==> config.mk <==
export PLATFORM = sky130hd
export DESIGN_NAME = multicycle_control
export DESIGN_NICKNAME = d
export VERILOG_FILES = /design/src/rtl/mc_pkg.sv /design/src/rtl/mc_opcode_decode.sv /design/src/rtl/multicycle_control.sv
export SDC_FILE = /design/constraint.sdc
export NUM_CORES = 1
export LEC_CHECK = 0
export CAP_MARGIN = 20
export CORE_AREA = 5 5 55 57
export CTS_BUF_LIST = sky130_fd_sc_hd__clkbuf_8
export DETAILED_ROUTE_END_ITERATION = 12
export DIE_AREA = 0 0 60 62
export MAX_ROUTING_LAYER = met4
export PLACE_DENSITY_LB_ADDON = 0.1
export SYNTH_ARGS = -nofsm -noshare
export SYNTH_HDL_FRONTEND = slang
export SYNTH_SLANG_ARGS = --single-unit
export TNS_END_PERCENT = 100
==> constraint.sdc <==
create_clock -name clk -period 2 [get_ports clk]
set_input_delay 0.3 -clock clk [delete_from_list [all_inputs] [get_ports clk]]
set_output_delay 0.3 -clock clk [all_outputs]
set_load 0.01 [all_outputs]
==> src/rtl/mc_pkg.sv <==
`default_nettype none
// ============================================================================
//  Module      : mc_pkg
//  Description : Shared encodings for the multi-cycle controller: opcodes,
//                instruction classes, FSM states, mux selects, flag indices.
//  Revision    : 1.0 - initial release
// ============================================================================
package mc_pkg;

   // Opcode field values (IR[31:26])
   localparam logic [5:0] c_op_r    = 6'h00;
   localparam logic [5:0] c_op_j    = 6'h02;
   localparam logic [5:0] c_op_beq  = 6'h04;
   localparam logic [5:0] c_op_addi = 6'h08;
   localparam logic [5:0] c_op_bvf  = 6'h0D;
   localparam logic [5:0] c_op_ben  = 6'h0E;
   localparam logic [5:0] c_op_lw   = 6'h23;
   localparam logic [5:0] c_op_sw   = 6'h2B;

   // One-hot instruction class bit positions
   localparam int c_cls_w    = 8;
   localparam int c_cls_r    = 0;
   localparam int c_cls_j    = 1;
   localparam int c_cls_beq  = 2;
   localparam int c_cls_addi = 3;
   localparam int c_cls_bvf  = 4;
   localparam int c_cls_ben  = 5;
   localparam int c_cls_lw   = 6;
   localparam int c_cls_sw   = 7;

   // CPSR bit indices for the default 4-bit {N,Z,C,V} layout
   localparam int c_flag_v = 0;
   localparam int c_flag_c = 1;
   localparam int c_flag_z = 2;
   localparam int c_flag_n = 3;

   typedef enum logic [3:0] {
      st_fetch    = 4'd0,
      st_decode   = 4'd1,
      st_mem_addr = 4'd2,
      st_mem_rd   = 4'd3,
      st_mem_wb   = 4'd4,
      st_mem_wr   = 4'd5,
      st_exec     = 4'd6,
      st_r_wb     = 4'd7,
      st_addi_ex  = 4'd8,
      st_addi_wb  = 4'd9,
      st_branch   = 4'd10,
      st_bstat    = 4'd11,
      st_jump     = 4'd12,
      st_trap     = 4'd13
   } state_e;

   typedef enum logic [1:0] {
      aluop_add   = 2'd0,
      aluop_sub   = 2'd1,
      aluop_funct = 2'd2
   } alu_op_e;

   typedef enum logic [1:0] {
      srcb_rt      = 2'd0,
      srcb_four    = 2'd1,
      srcb_imm     = 2'd2,
      srcb_imm_sl2 = 2'd3
   } alu_src_b_e;

   typedef enum logic [1:0] {
      pcsrc_alu    = 2'd0,
      pcsrc_aluout = 2'd1,
      pcsrc_jump   = 2'd2
   } pc_source_e;

endpackage
`default_nettype wire

==> src/rtl/mc_opcode_decode.sv <==
`default_nettype none
// ============================================================================
//  Module      : mc_opcode_decode
//  Description : Exact-match opcode decoder producing a one-hot instruction
//                class vector and a legal bit for the DECODE dispatch.
//  Revision    : 1.0 - initial release
// ============================================================================
module mc_opcode_decode
   import mc_pkg::*;
#(
   parameter int OPCODE_W = 6
)(
   input  logic [OPCODE_W-1:0] opcode,
   output logic [c_cls_w-1:0]  cls,
   output logic                legal
);

   // Every opcode bit participates; no partial or don't-care matching.
   assign cls[c_cls_r]    = (opcode == OPCODE_W'(c_op_r));
   assign cls[c_cls_j]    = (opcode == OPCODE_W'(c_op_j));
   assign cls[c_cls_beq]  = (opcode == OPCODE_W'(c_op_beq));
   assign cls[c_cls_addi] = (opcode == OPCODE_W'(c_op_addi));
   assign cls[c_cls_bvf]  = (opcode == OPCODE_W'(c_op_bvf));
   assign cls[c_cls_ben]  = (opcode == OPCODE_W'(c_op_ben));
   assign cls[c_cls_lw]   = (opcode == OPCODE_W'(c_op_lw));
   assign cls[c_cls_sw]   = (opcode == OPCODE_W'(c_op_sw));

   assign legal = |cls;

endmodule
`default_nettype wire

==> src/rtl/multicycle_control.sv <==
`default_nettype none
// ============================================================================
//  Module      : multicycle_control
//  Description : Multi-cycle FSM controller: fetch/decode/execute/memory/
//                writeback sequencing, memory-ready stalls, CPSR ownership.
//                Build option ILLEGAL_TRAP_EN: unknown opcodes lock the FSM
//                in TRAP until reset instead of being treated as NOPs.
//  Revision    : 1.0 - initial release
// ============================================================================
module multicycle_control
   import mc_pkg::*;
#(
   parameter int OPCODE_W = 6,
   parameter int FLAG_W   = 4,
   parameter int STATE_W  = 4
)(
   input  logic                clk,
   input  logic                reset_n,
   input  logic [OPCODE_W-1:0] opcode,
   input  logic                mem_ready,
   input  logic [FLAG_W-1:0]   alu_flags,
   output logic                pc_write,
   output logic                iord,
   output logic                mem_read,
   output logic                mem_write,
   output logic                ir_write,
   output logic                reg_dst,
   output logic                mem_to_reg,
   output logic                reg_write,
   output logic                alu_src_a,
   output logic [1:0]          alu_src_b,
   output logic [1:0]          alu_op,
   output logic [1:0]          pc_source,
   output logic [FLAG_W-1:0]   cpsr,
   output logic [STATE_W-1:0]  state,
   output logic                illegal
);

   localparam int c_n_idx = FLAG_W - 1;

   state_e              r_state;
   logic [FLAG_W-1:0]   r_cpsr;
   logic [c_cls_w-1:0]  w_cls;
   logic                w_legal;

   mc_opcode_decode #(
      .OPCODE_W (OPCODE_W)
   ) u_decode (
      .opcode (opcode),
      .cls    (w_cls),
      .legal  (w_legal)
   );

   // FSM sequencing plus CPSR policy: capture on ALU-stage exits, clear on branch/jump exits.
   always_ff @(posedge clk) begin
      if (!reset_n) begin
         r_state <= st_fetch;
         r_cpsr  <= '0;
      end else begin
         case (r_state)
            st_fetch: begin
               if (mem_ready) r_state <= st_decode;
            end
            st_decode: begin
               if (w_cls[c_cls_lw] || w_cls[c_cls_sw])       r_state <= st_mem_addr;
               else if (w_cls[c_cls_r])                      r_state <= st_exec;
               else if (w_cls[c_cls_addi])                   r_state <= st_addi_ex;
               else if (w_cls[c_cls_beq])                    r_state <= st_branch;
               else if (w_cls[c_cls_bvf] || w_cls[c_cls_ben]) r_state <= st_bstat;
               else if (w_cls[c_cls_j])                      r_state <= st_jump;
               else begin
`ifdef ILLEGAL_TRAP_EN
                  r_state <= st_trap;
`else
                  r_state <= st_fetch;
`endif
               end
            end
            st_mem_addr: begin
               r_cpsr  <= alu_flags;
               r_state <= w_cls[c_cls_sw] ? st_mem_wr : st_mem_rd;
            end
            st_mem_rd: begin
               if (mem_ready) r_state <= st_mem_wb;
            end
            st_mem_wb:  r_state <= st_fetch;
            st_mem_wr: begin
               if (mem_ready) r_state <= st_fetch;
            end
            st_exec: begin
               r_cpsr  <= alu_flags;
               r_state <= st_r_wb;
            end
            st_r_wb:    r_state <= st_fetch;
            st_addi_ex: begin
               r_cpsr  <= alu_flags;
               r_state <= st_addi_wb;
            end
            st_addi_wb: r_state <= st_fetch;
            st_branch, st_bstat, st_jump: begin
               r_cpsr  <= '0;
               r_state <= st_fetch;
            end
            st_trap:    r_state <= st_trap;
            default:    r_state <= st_fetch;
         endcase
      end
   end

   // State-decoded control word; everything is forced low while reset is asserted.
   always_comb begin
      pc_write   = 1'b0;
      iord       = 1'b0;
      mem_read   = 1'b0;
      mem_write  = 1'b0;
      ir_write   = 1'b0;
      reg_dst    = 1'b0;
      mem_to_reg = 1'b0;
      reg_write  = 1'b0;
      alu_src_a  = 1'b0;
      alu_src_b  = srcb_rt;
      alu_op     = aluop_add;
      pc_source  = pcsrc_alu;
      illegal    = 1'b0;
      if (reset_n) begin
         case (r_state)
            st_fetch: begin
               mem_read  = 1'b1;
               alu_src_b = srcb_four;
               ir_write  = mem_ready;
               pc_write  = mem_ready;
            end
            st_decode: begin
               alu_src_b = srcb_imm_sl2;
               illegal   = ~w_legal;
            end
            st_mem_addr: begin
               alu_src_a = 1'b1;
               alu_src_b = srcb_imm;
            end
            st_mem_rd: begin
               mem_read = 1'b1;
               iord     = 1'b1;
            end
            st_mem_wb: begin
               reg_write  = 1'b1;
               mem_to_reg = 1'b1;
            end
            st_mem_wr: begin
               mem_write = 1'b1;
               iord      = 1'b1;
            end
            st_exec: begin
               alu_src_a = 1'b1;
               alu_op    = aluop_funct;
            end
            st_r_wb: begin
               reg_write = 1'b1;
               reg_dst   = 1'b1;
            end
            st_addi_ex: begin
               alu_src_a = 1'b1;
               alu_src_b = srcb_imm;
            end
            st_addi_wb: begin
               reg_write = 1'b1;
            end
            st_branch: begin
               alu_src_a = 1'b1;
               alu_op    = aluop_sub;
               pc_source = pcsrc_aluout;
               pc_write  = alu_flags[c_flag_z];
            end
            st_bstat: begin
               pc_source = pcsrc_aluout;
               pc_write  = w_cls[c_cls_ben] ? r_cpsr[c_n_idx] : r_cpsr[c_flag_v];
            end
            st_jump: begin
               pc_source = pcsrc_jump;
               pc_write  = 1'b1;
            end
            st_trap: begin
               illegal = 1'b1;
            end
            default: begin
               illegal = 1'b0;
            end
         endcase
      end
   end

   assign cpsr  = r_cpsr;
   assign state = STATE_W'(r_state);

endmodule
`default_nettype wire

# Word-level counts from Yosys, hierarchy flattened
# Index checks and enable logic that the tools add are counted.
# W data, S select, Z words.
[totals]
register_bits = 8
mem_count = 0
ramBits = 0
romBits = 0
latch_bits = 0
[classes]
eq_ne = 23
multipliers = 0
addsub = 0
n_reduce_logical = 15
mux = 39
order_cmp = 0
bitwise_logic = 1
n_shift = 0
div = 0
[op_table]
columns = ["cell", "n"]
rows = [
  ["$mux W4", 9],
  ["$pmux W4 S8", 1],
  ["$eq A4 B4 Y1 const B", 6],
  ["$mux W1", 19],
  ["$eq A6 B4 Y1 const B", 3],
  ["$eq A4 B3 Y1 const B", 4],
  ["$eq A6 B6 Y1 const B", 2],
  ["$reduce_or A3 Y1", 3],
  ["$eq A4 B2 Y1 const B", 2],
  ["$pmux W2 S2", 2],
  ["$pmux W4 S2", 1],
  ["$reduce_or A2 Y1", 4],
  ["$reduce_or A8 Y1", 1],
  ["$eq A6 B2 Y1 const B", 1],
  ["$eq A6 B3 Y1 const B", 1],
  ["$logic_not A6 Y1", 1],
  ["$mux W2", 3],
  ["$ne A2 B2 Y1 const B", 3],
  ["$pmux W2 S3", 1],
  ["$eq A4 B1 Y1 const B", 1],
  ["$logic_not A4 Y1", 1],
  ["$pmux W1 S4", 1],
  ["$reduce_or A4 Y1", 1],
  ["$mux W3", 1],
  ["other kinds (5)", 6],
]

# Depth between registers and ports, before layout
# Gate-level depths: netlist of run 1.
[logic_depth]
word_depth = 8
mapped_depth = 6
ltp_nobuf = 4

# By module
# Synthesis of run 1 repeated with hierarchy kept, for this count alone.
[hier_totals]
hier_cells = 141
hier_area_um2 = 997.2
[by_module_without_submodules]
columns = ["mod", "area_per_inst_um2", "instances", "seq_area_each_um2", "cells_each"]
rows = [
  ["multicycle_control", 843.3, 1, 160.2, 119],
  ["mc_opcode_decode", 153.9, 1, 0.0, 22],
]

# Worst setup path after synthesis of run 1
# Ideal clock, no wire load.
[synth_timing]
kind = "register to output"
from = "reg r_state[1], in the netlist state[1]"
to = "out ir_write"
path_slack_ps = 312
stages_incl_launch_ff = 5
required_time_ps = 1700
path_buffers = 2
arrival_time_ps = 1388
path_cell_list = "dfxtp_1 buf_2 buf_2 nor3_1 nor3b_1"
[synth_via]
elab_chain_cells = 3
[synth_lines]
columns = ["item", "line", "text"]
rows = [
  ["from (decl)", "multicycle_control.sv:41", "state_e r_state;"],
  ["from (signal assigned)", "multicycle_control.sv:57", "r_state <= st_fetch;"],
  ["from (signal assigned)", "multicycle_control.sv:62", "if (mem_ready) r_state <= st_decode;"],
  ["from (signal assigned)", "multicycle_control.sv:65", "if (w_cls[c_cls_lw] || w_cls[c_cls_sw]) r_state <= st_mem_addr;"],
  ["$logic_not A4 Y1", "multicycle_control.sv:126", "case (r_state)"],
  ["$mux W1", "multicycle_control.sv:126", ""],
  ["$mux W1", "multicycle_control.sv:125", "if (reset_n) begin"],
  ["to (decl)", "multicycle_control.sv:26", "output logic ir_write,"],
]
# Every way passes these cells.

# Final worst setup path of run 1
[layout_timing]
from = "in opcode[1]"
to = "out illegal"
[layout_via]
elab_chain_cells = 5
word_cells_on_any_way = 12
cone_classes = "7 x eq/ne; 2 x mux; 1 x bitwise; 2 x reduce/logical"
[layout_lines]
columns = ["item", "line", "text"]
rows = [
  ["from (decl)", "multicycle_control.sv:19", "input logic [OPCODE_W-1:0] opcode,"],
  ["$eq A6 B4 Y1, or another cell as far along", "mc_opcode_decode.sv:23", "assign cls[c_cls_bvf] = (opcode == OPCODE_W'(c_op_bvf));"],
  ["$reduce_or A8 Y1 (*)", "mc_opcode_decode.sv:28", "assign legal = |cls;"],
  ["$not A1 Y1 (*)", "multicycle_control.sv:135", "illegal = ~w_legal;"],
  ["$pmux W1 S2 (*)", "multicycle_control.sv:126", ""],
  ["$mux W1 (*)", "multicycle_control.sv:125", ""],
  ["to (decl)", "multicycle_control.sv:36", "output logic illegal"],
]
# Every way passes the cells marked *; elsewhere a longest branch is shown, timed or not.

==> impl_metrics.tcl, run 1 <==
set metrics [dict create \
    ios 37 \
    clk_pin_slew_ns 0.04 \
    antenna_found_initial 0 \
    die_x_um 60 \
    leakage_nw 0.7397 \
    hold_viol 0 \
    cp.arrival_ns 1.64 \
    worst_pin_slew_ns 0.2687 \
    cts_hold_buf 0 \
    synth-edff-count 0 \
    clk_path_buf_depth 2 \
    cp.depth 7 \
    yosys_warnings 0 \
    r2r_cells 5 \
    drtIter0Drc 50 \
    start_kind "input pin" \
    wl_met3_um 181 \
    drcViolationCount 0 \
    hpwl_um 2367 \
    power_mw 0.5777 \
    clk_latency_ns 0.23 \
    fin_crit_sh_pct 96.92 \
    placeableCoreArea_um2 2432 \
    grt_pass1_wl_um 4933 \
    grt_pass1_vias 1095 \
    syn-cell-area_um2 888.4 \
    path_class "in -> out" \
    whs_path_depth 2 \
    place_congestion 0.8921 \
    fill_cells 216 \
    grt_max_degree 21 \
    syn_area_per_cell_um2 6.940 \
    ys_seq_elements 8 \
    critPathMaxFanout 5 \
    clock-sinks 8 \
    cp-end-kind "primary output" \
    fin_crit_ns 1.938 \
    die_h_um 62 \
    routedWlPerCell_um 13.83 \
    numCtsBuffers 3 \
    clockRootBuffer "clkbuf_8" \
    synth-async-reset-ratio_pct 0 \
    num_rows 18 \
    hp-class "reg -> reg" \
    status "complete, no violations" \
    r2r_slack_ns 0.57 \
    crit_family "buffers and inverters" \
    h-tree-depth 1 \
    path_cells "clkdlybuf4s50_1 > buf_4 > and3_1 > o21ai_0 > nand4_1 > o22ai_1 > clkbuf_2" \
    overflow 0 \
    ir_worst_vdd_mv 0.2783 \
    drt-met1-wl_um 1264 \
    syn_to_final_growth_pct 76.90 \
    drv_slew 0 \
    synthFlopType "dfxtp_1" \
    worstHoldStart "cpsr[1]$_SDFFE_PN0P_" \
    route.met2.wl_um 1539 \
    crit_path_max_incr_delay_ns 0.43 \
    timing.rr.start "state[3]$_SDFFE_PN0P_" \
    max_freq_ghz 0.5159 \
    cts_tree "yes" \
    wirelength_um 3014 \
    antenna_cells 0 \
    ys_types 40 \
    hold_end "cpsr[1]$_SDFFE_PN0P_" \
    timing.rr.end "state[0]$_SDFFE_PN0P_" \
    highest_layer "met4" \
    track_usage_pct 18.14 \
    drv_cap 0 \
    vias 1169 \
    rsz0062_at_grt "true" \
    critPathRequiredTime_ns 1.70 \
    ys_seq_area_share_pct 18.03 \
    ant_nets 0 \
    p_per_area_nw_per_um2 367.6 \
    io_buffers 36 \
    die_area_um2 3720 \
    cp_slowest_cell "clkdlybuf4s50_1" \
    firstDrtPassIters 4 \
    cp_num_buf_inv 3 \
    vias_per_cell 5.362 \
    nNetsFinal 203 \
    layout-drive-gt1-share_pct 28.19 \
    synth_nets 141 \
    start_util_pct 36.52 \
    max_slew_margin_pct 82.09 \
    setup_viol 0 \
    final.setup_skew_ns 0.004596 \
    syn_inst 128 \
    tns_ns 0 \
]
-- timing repair --
| action | CTS | global route |
|---|---|---|
| endpoints found under the setup margin | 16 | 6 |
| pin swaps | 1 | 2 |
| gates resized for setup | 25 | 14 |
| buffers inserted | 0 | 1 |
-- flip-flops by register name, summed over array words and instances (netlist names) --
| name | count |
|---|---|
| cpsr | 4 |
| state | 4 |
-- placed cells by master (no fill, tap or decap), drive strengths merged, types with 2 or more instances in the layout --
| cell | Yosys | layout |
|---|---|---|
| xnor2 | 2 | 2 |
| nand2 | 10 | 10 |
| nor2b | 7 | 7 |
| a21oi | 4 | 4 |
| inv | 4 | 4 |
| clkdlybuf4s50 | 0 | 18 |
| o21ai | 8 | 8 |
| nand4 | 4 | 4 |
| a21o | 2 | 2 |
| buf | 9 | 34 |
| nand2b | 6 | 6 |
| xor2 | 2 | 2 |
| clkbuf | 3 | 4 |
| dlymetal6s2s | 0 | 7 |
| o211ai | 2 | 2 |
| o22ai | 5 | 5 |
| a22oi | 5 | 5 |
| nor2 | 17 | 17 |
| dlygate4sd2 | 0 | 9 |
| a221oi | 2 | 2 |
| nor3 | 7 | 7 |
| nand3 | 5 | 5 |
| dfxtp | 8 | 8 |
-- how the worst max path moves through the flow --
stage	start	endpoint	slack, ns
6_report	opcode[1]	illegal	0.06
3_5_place_dp	opcode[1]	illegal	-0.37
3_3_place_gp	opcode[1]	illegal	-0.34
5_1_grt	opcode[1]	illegal	-0.03
2_1_floorplan	state[1]$_SDFFE_PN0P_	ir_write	0.31
4_1_cts	opcode[1]	illegal	-0.15
-- power by group --
| group | internal, mW | leakage (nW) | switching (mW) |
|---|---|---|---|
| logic | 0.116 | 0.651 | 0.0964 |
| registers | 0.161 | 0.0672 | 0.00570 |
| clock network | 0.131 | 0.0216 | 0.0675 |
-- metal layers --
layer,GRT usage [%],vias to the layer above
met1,20.32,545
met3,3.306,4
met4,6.646,0
met2,32.10,33
li1,-,587
met5,-,-
-- cells in the mapped netlist, types with 2 or more instances --
library cell,number,area (µm²)
a21o_1,2,15.01
a21oi_1,3,15.01
a22oi_1,5,37.54
buf_2,5,25.02
buf_4,4,30.03
clkbuf_1,2,7.510
dfxtp_1,8,160.2
inv_1,4,15.01
nand2_1,10,37.54
nand2b_1,6,37.54
nand3_1,5,25.02
nand4_1,4,25.02
nor2_1,17,63.81
nor2b_1,7,43.79
nor3_1,7,35.03
o211ai_1,2,15.01
o21ai_0,8,40.04
o22ai_1,5,31.28
xnor2_1,2,17.52
xor2_1,2,17.52
-- stage by stage --
stage / area [µm²] / hold slack, ns / utilization [%] / setup slack [ns] / std cells
after floorplan: 888.4 / 0.4378 / - / 0.3125 / 128
after global placement: 1471 / 0.5029 / 60.49 / -0.3396 / 214
after detailed placement: 1471 / 0.5225 / 60.49 / -0.3658 / 214
after CTS: 1534 / 0.5357 / 63.07 / -0.1456 / 217
after global routing: 1572 / 0.5870 / 64.61 / -0.02907 / 218
final: 1572 / 0.5253 / 64.61 / 0.06166 / 218
-- logic make-up (layout without fill, tap and decap cells) --
| logic type | after synthesis | after routing | share of synthesized area, % |
|---|---|---|---|
| xor+xnor | 5 | 5 | 6.479 |
| flops | 8 | 8 | 18.03 |
| compound gates | 34 | 34 | 28.03 |
| simple gates | 64 | 64 | 37.04 |
| buf+inv | 16 | 76 | 9.295 |
| mux | 1 | 1 | 1.127 |
-- layout make-up --
type / count / area (µm²) / share of cell area (%)
sequential: 8 / 171.4 / 10.91
multi-input combinational: 104 / 685.7 / 43.63
timing repair buffer: 69 / 620.6 / 39.49
clock buffer: 3 / 41.29 / 2.627
tap: 30 / 37.54 / 2.389
inverter: 4 / 15.01 / 0.9554
-- tightest hold or removal path: stages (launching register included) --
cell     delay, ns
dfxtp_1       0.32
a22oi_1       0.07
nor2b_1       0.10
No activity file was read; power rests on OpenSTA's default activity.
==> run 2, diff against run 1 <==
CELL_PAD_IN_SITES_DETAIL_PLACEMENT = 1   (was default)
CELL_PAD_IN_SITES_GLOBAL_PLACEMENT = 1   (was default)
CORE_AREA = 5 5 59 61   (was 5 5 55 57)
DIE_AREA = 0 0 64 66   (was 0 0 60 62)
SLEW_MARGIN = 30   (was default)
==> run 2 against run 1 <==
  * Critical path depth did not move
  * Critical endpoint is now pc_write
  * Largest power group unchanged
  * Sequential share of layout area fell by 0.20 points
  * Combinational power barely moved
  * Clock skew fell by 0.0030 ns
  * Sequential power barely moved
  * Design area rose by 1.1%
  * Global-route usage fell by 0.36 points
  * Largest cell class unchanged
  * Clock power barely moved
  * Core utilization fell by 10 points
  * Count of clock-buffer cells in the layout did not move
==> impl_metrics.tcl, run 2 (same netlist as run 1, synthesis figures left out) <==
set metrics [dict create \
    power.switching_mw 0.1716 \
    cts_tree "yes" \
    drcViolationCount 0 \
    clockRootBuffer "clkbuf_8" \
    vias_per_cell 5.259 \
    ant_nets 0 \
    hpwl_um 2914 \
    die_h_um 66 \
    rsz0062_at_grt "true" \
    place_congestion 0.8288 \
    cp-end-kind "primary output" \
    syn_to_final_growth_pct 78.87 \
    timing.rr.start "state[3]$_SDFFE_PN0P_" \
    grt_max_degree 17 \
    fin_ws_ns 0.08268 \
    status "complete, no violations" \
    power.share.clock_pct 33.9 \
    tns_ns 0 \
    max_slew_margin_pct 81.12 \
    dp_slack_ns -0.3802 \
    grt_pass1_wl_um 5871 \
    drtIter0Drc 40 \
    switching_share_pct 29.55 \
    grt_pass1_vias 1296 \
    placeableCoreArea_um2 2928 \
    clk_pin_slew_ns 0.04 \
    path_class "in -> out" \
    overflow 0 \
    max_freq_ghz 0.5216 \
    clock-sinks 8 \
    numCtsBuffers 3 \
    vias 1178 \
    ios 37 \
    antenna_found_initial 0 \
    layout_common_cells "buf_4 (34), clkdlybuf4s50_1 (18), nor2_1 (15)" \
    dp_cells 221 \
    clk_path_buf_depth 2 \
    final.setup_skew_ns 0.001634 \
    worst_pin_slew_ns 0.2832 \
    fin_crit_ns 1.917 \
    drv_cap 0 \
    setup_viol 0 \
    io_buffers 36 \
    fill_cells 382 \
    r2r_cells 6 \
    wirelength_um 3457 \
    routedWlPerCell_um 15.43 \
    regArea_um2 170.2 \
    die_x_um 64 \
    h-tree-depth 1 \
    p_int_mw 0.4091 \
    leakage_nw 0.7643 \
    combPwrFrac_pct 36.9 \
    final_common_cell "buf_4" \
    die_area_um2 4224 \
    layout-drive-gt1-share_pct 29.84 \
    clk_latency_ns 0.23 \
    cp-startpoint "opcode[1]" \
    start_util_pct 30.34 \
    seqPwrFrac_pct 29.2 \
    p_per_area_nw_per_um2 365.5 \
    nNetsFinal 206 \
    firstDrtPassIters 4 \
    antenna_cells 0 \
    fin_crit_sh_pct 95.87 \
    critPathMaxFanout 5 \
    cts_setup_buffers 0 \
    cp.arrival_ns 1.62 \
    track_usage_pct 17.78 \
    hp-class "reg -> reg" \
    multi_input_area_um2 685.7 \
    finalNonFillerCells 224 \
    start_kind "input pin" \
    r2r_slack_ns 0.60 \
    hold_viol 0 \
    critPathRequiredTime_ns 1.70 \
    timing.rr.end "state[0]$_SDFFE_PN0P_" \
    ir_worst_vdd_mv 0.3477 \
    worstSetupEndpoint "pc_write" \
    drv_slew 0 \
    num_rows 20 \
]
==> run 2: final cells by class <==
cell class,instances,area share (%)
sequential,8,10.71
inverter,4,0.9449
multi-input combinational,104,43.15
clock buffer,3,2.598
timing repair buffer,72,40.00
tap,33,2.598
==> run 2: how the worst min path moves through the flow <==
| stage | start | to | cells after the start |
|---|---|---|---|
| 2_1_floorplan | reset_n | state[0]$_SDFFE_PN0P_ | 2 |
| 3_3_place_gp | cpsr[2]$_SDFFE_PN0P_ | cpsr[2]$_SDFFE_PN0P_ | 2 |
| 3_5_place_dp | cpsr[2]$_SDFFE_PN0P_ | cpsr[2]$_SDFFE_PN0P_ | 2 |
| 4_1_cts | cpsr[2]$_SDFFE_PN0P_ | cpsr[2]$_SDFFE_PN0P_ | 2 |
| 5_1_grt | cpsr[2]$_SDFFE_PN0P_ | cpsr[2]$_SDFFE_PN0P_ | 2 |
| 6_report | cpsr[1]$_SDFFE_PN0P_ | cpsr[1]$_SDFFE_PN0P_ | 2 |
==> run 2: metal layers <==
metal,vias to the layer above,share of wire [%],global-route usage (%)
met5,-,0,-
met4,0,1.6,5.974
met3,8,2.8,3.061
met2,22,53,32.41
met1,563,42,19.35
li1,585,-,-
==> run 2: power groups by stage <==
stage,clock (mW),combinational (mW),sequential (mW)
2_1_floorplan,0,0.102,0.173
3_3_place_gp,0,0.208,0.173
3_5_place_dp,0,0.215,0.174
4_1_cts,0.205,0.216,0.170
5_1_grt,0.215,0.234,0.170
6_report,0.197,0.214,0.170
==> run 2: stage by stage <==
step                      hold WS, ns  instance area (µm²)  util [%]  power (mW)
after CTS                      0.5414                 1551     52.99      0.5909
after global routing           0.5809                 1589     54.27      0.6194
after detailed placement       0.5130                 1493     50.98      0.3884
final                          0.5365                 1589     54.27      0.5807
after global placement         0.5062                 1493     50.98      0.3811
after floorplan                0.4378                888.4         -      0.2747
==> run 2: worst max-delay path, cell delays in order <==
cell and delay, ns:
clkdlybuf4s50_1 0.48, buf_4 0.14, nor2b_1 0.13, nand4_1 0.13, mux2i_1 0.19, o22ai_1 0.10
buf_2 0.15
==> run 2: timing repair <==
action                     in CTS  in global routing
resized for setup              24                 17
setup endpoints to repair      16                  7
pin swaps                       1                  3
hold buffers                    0                  0
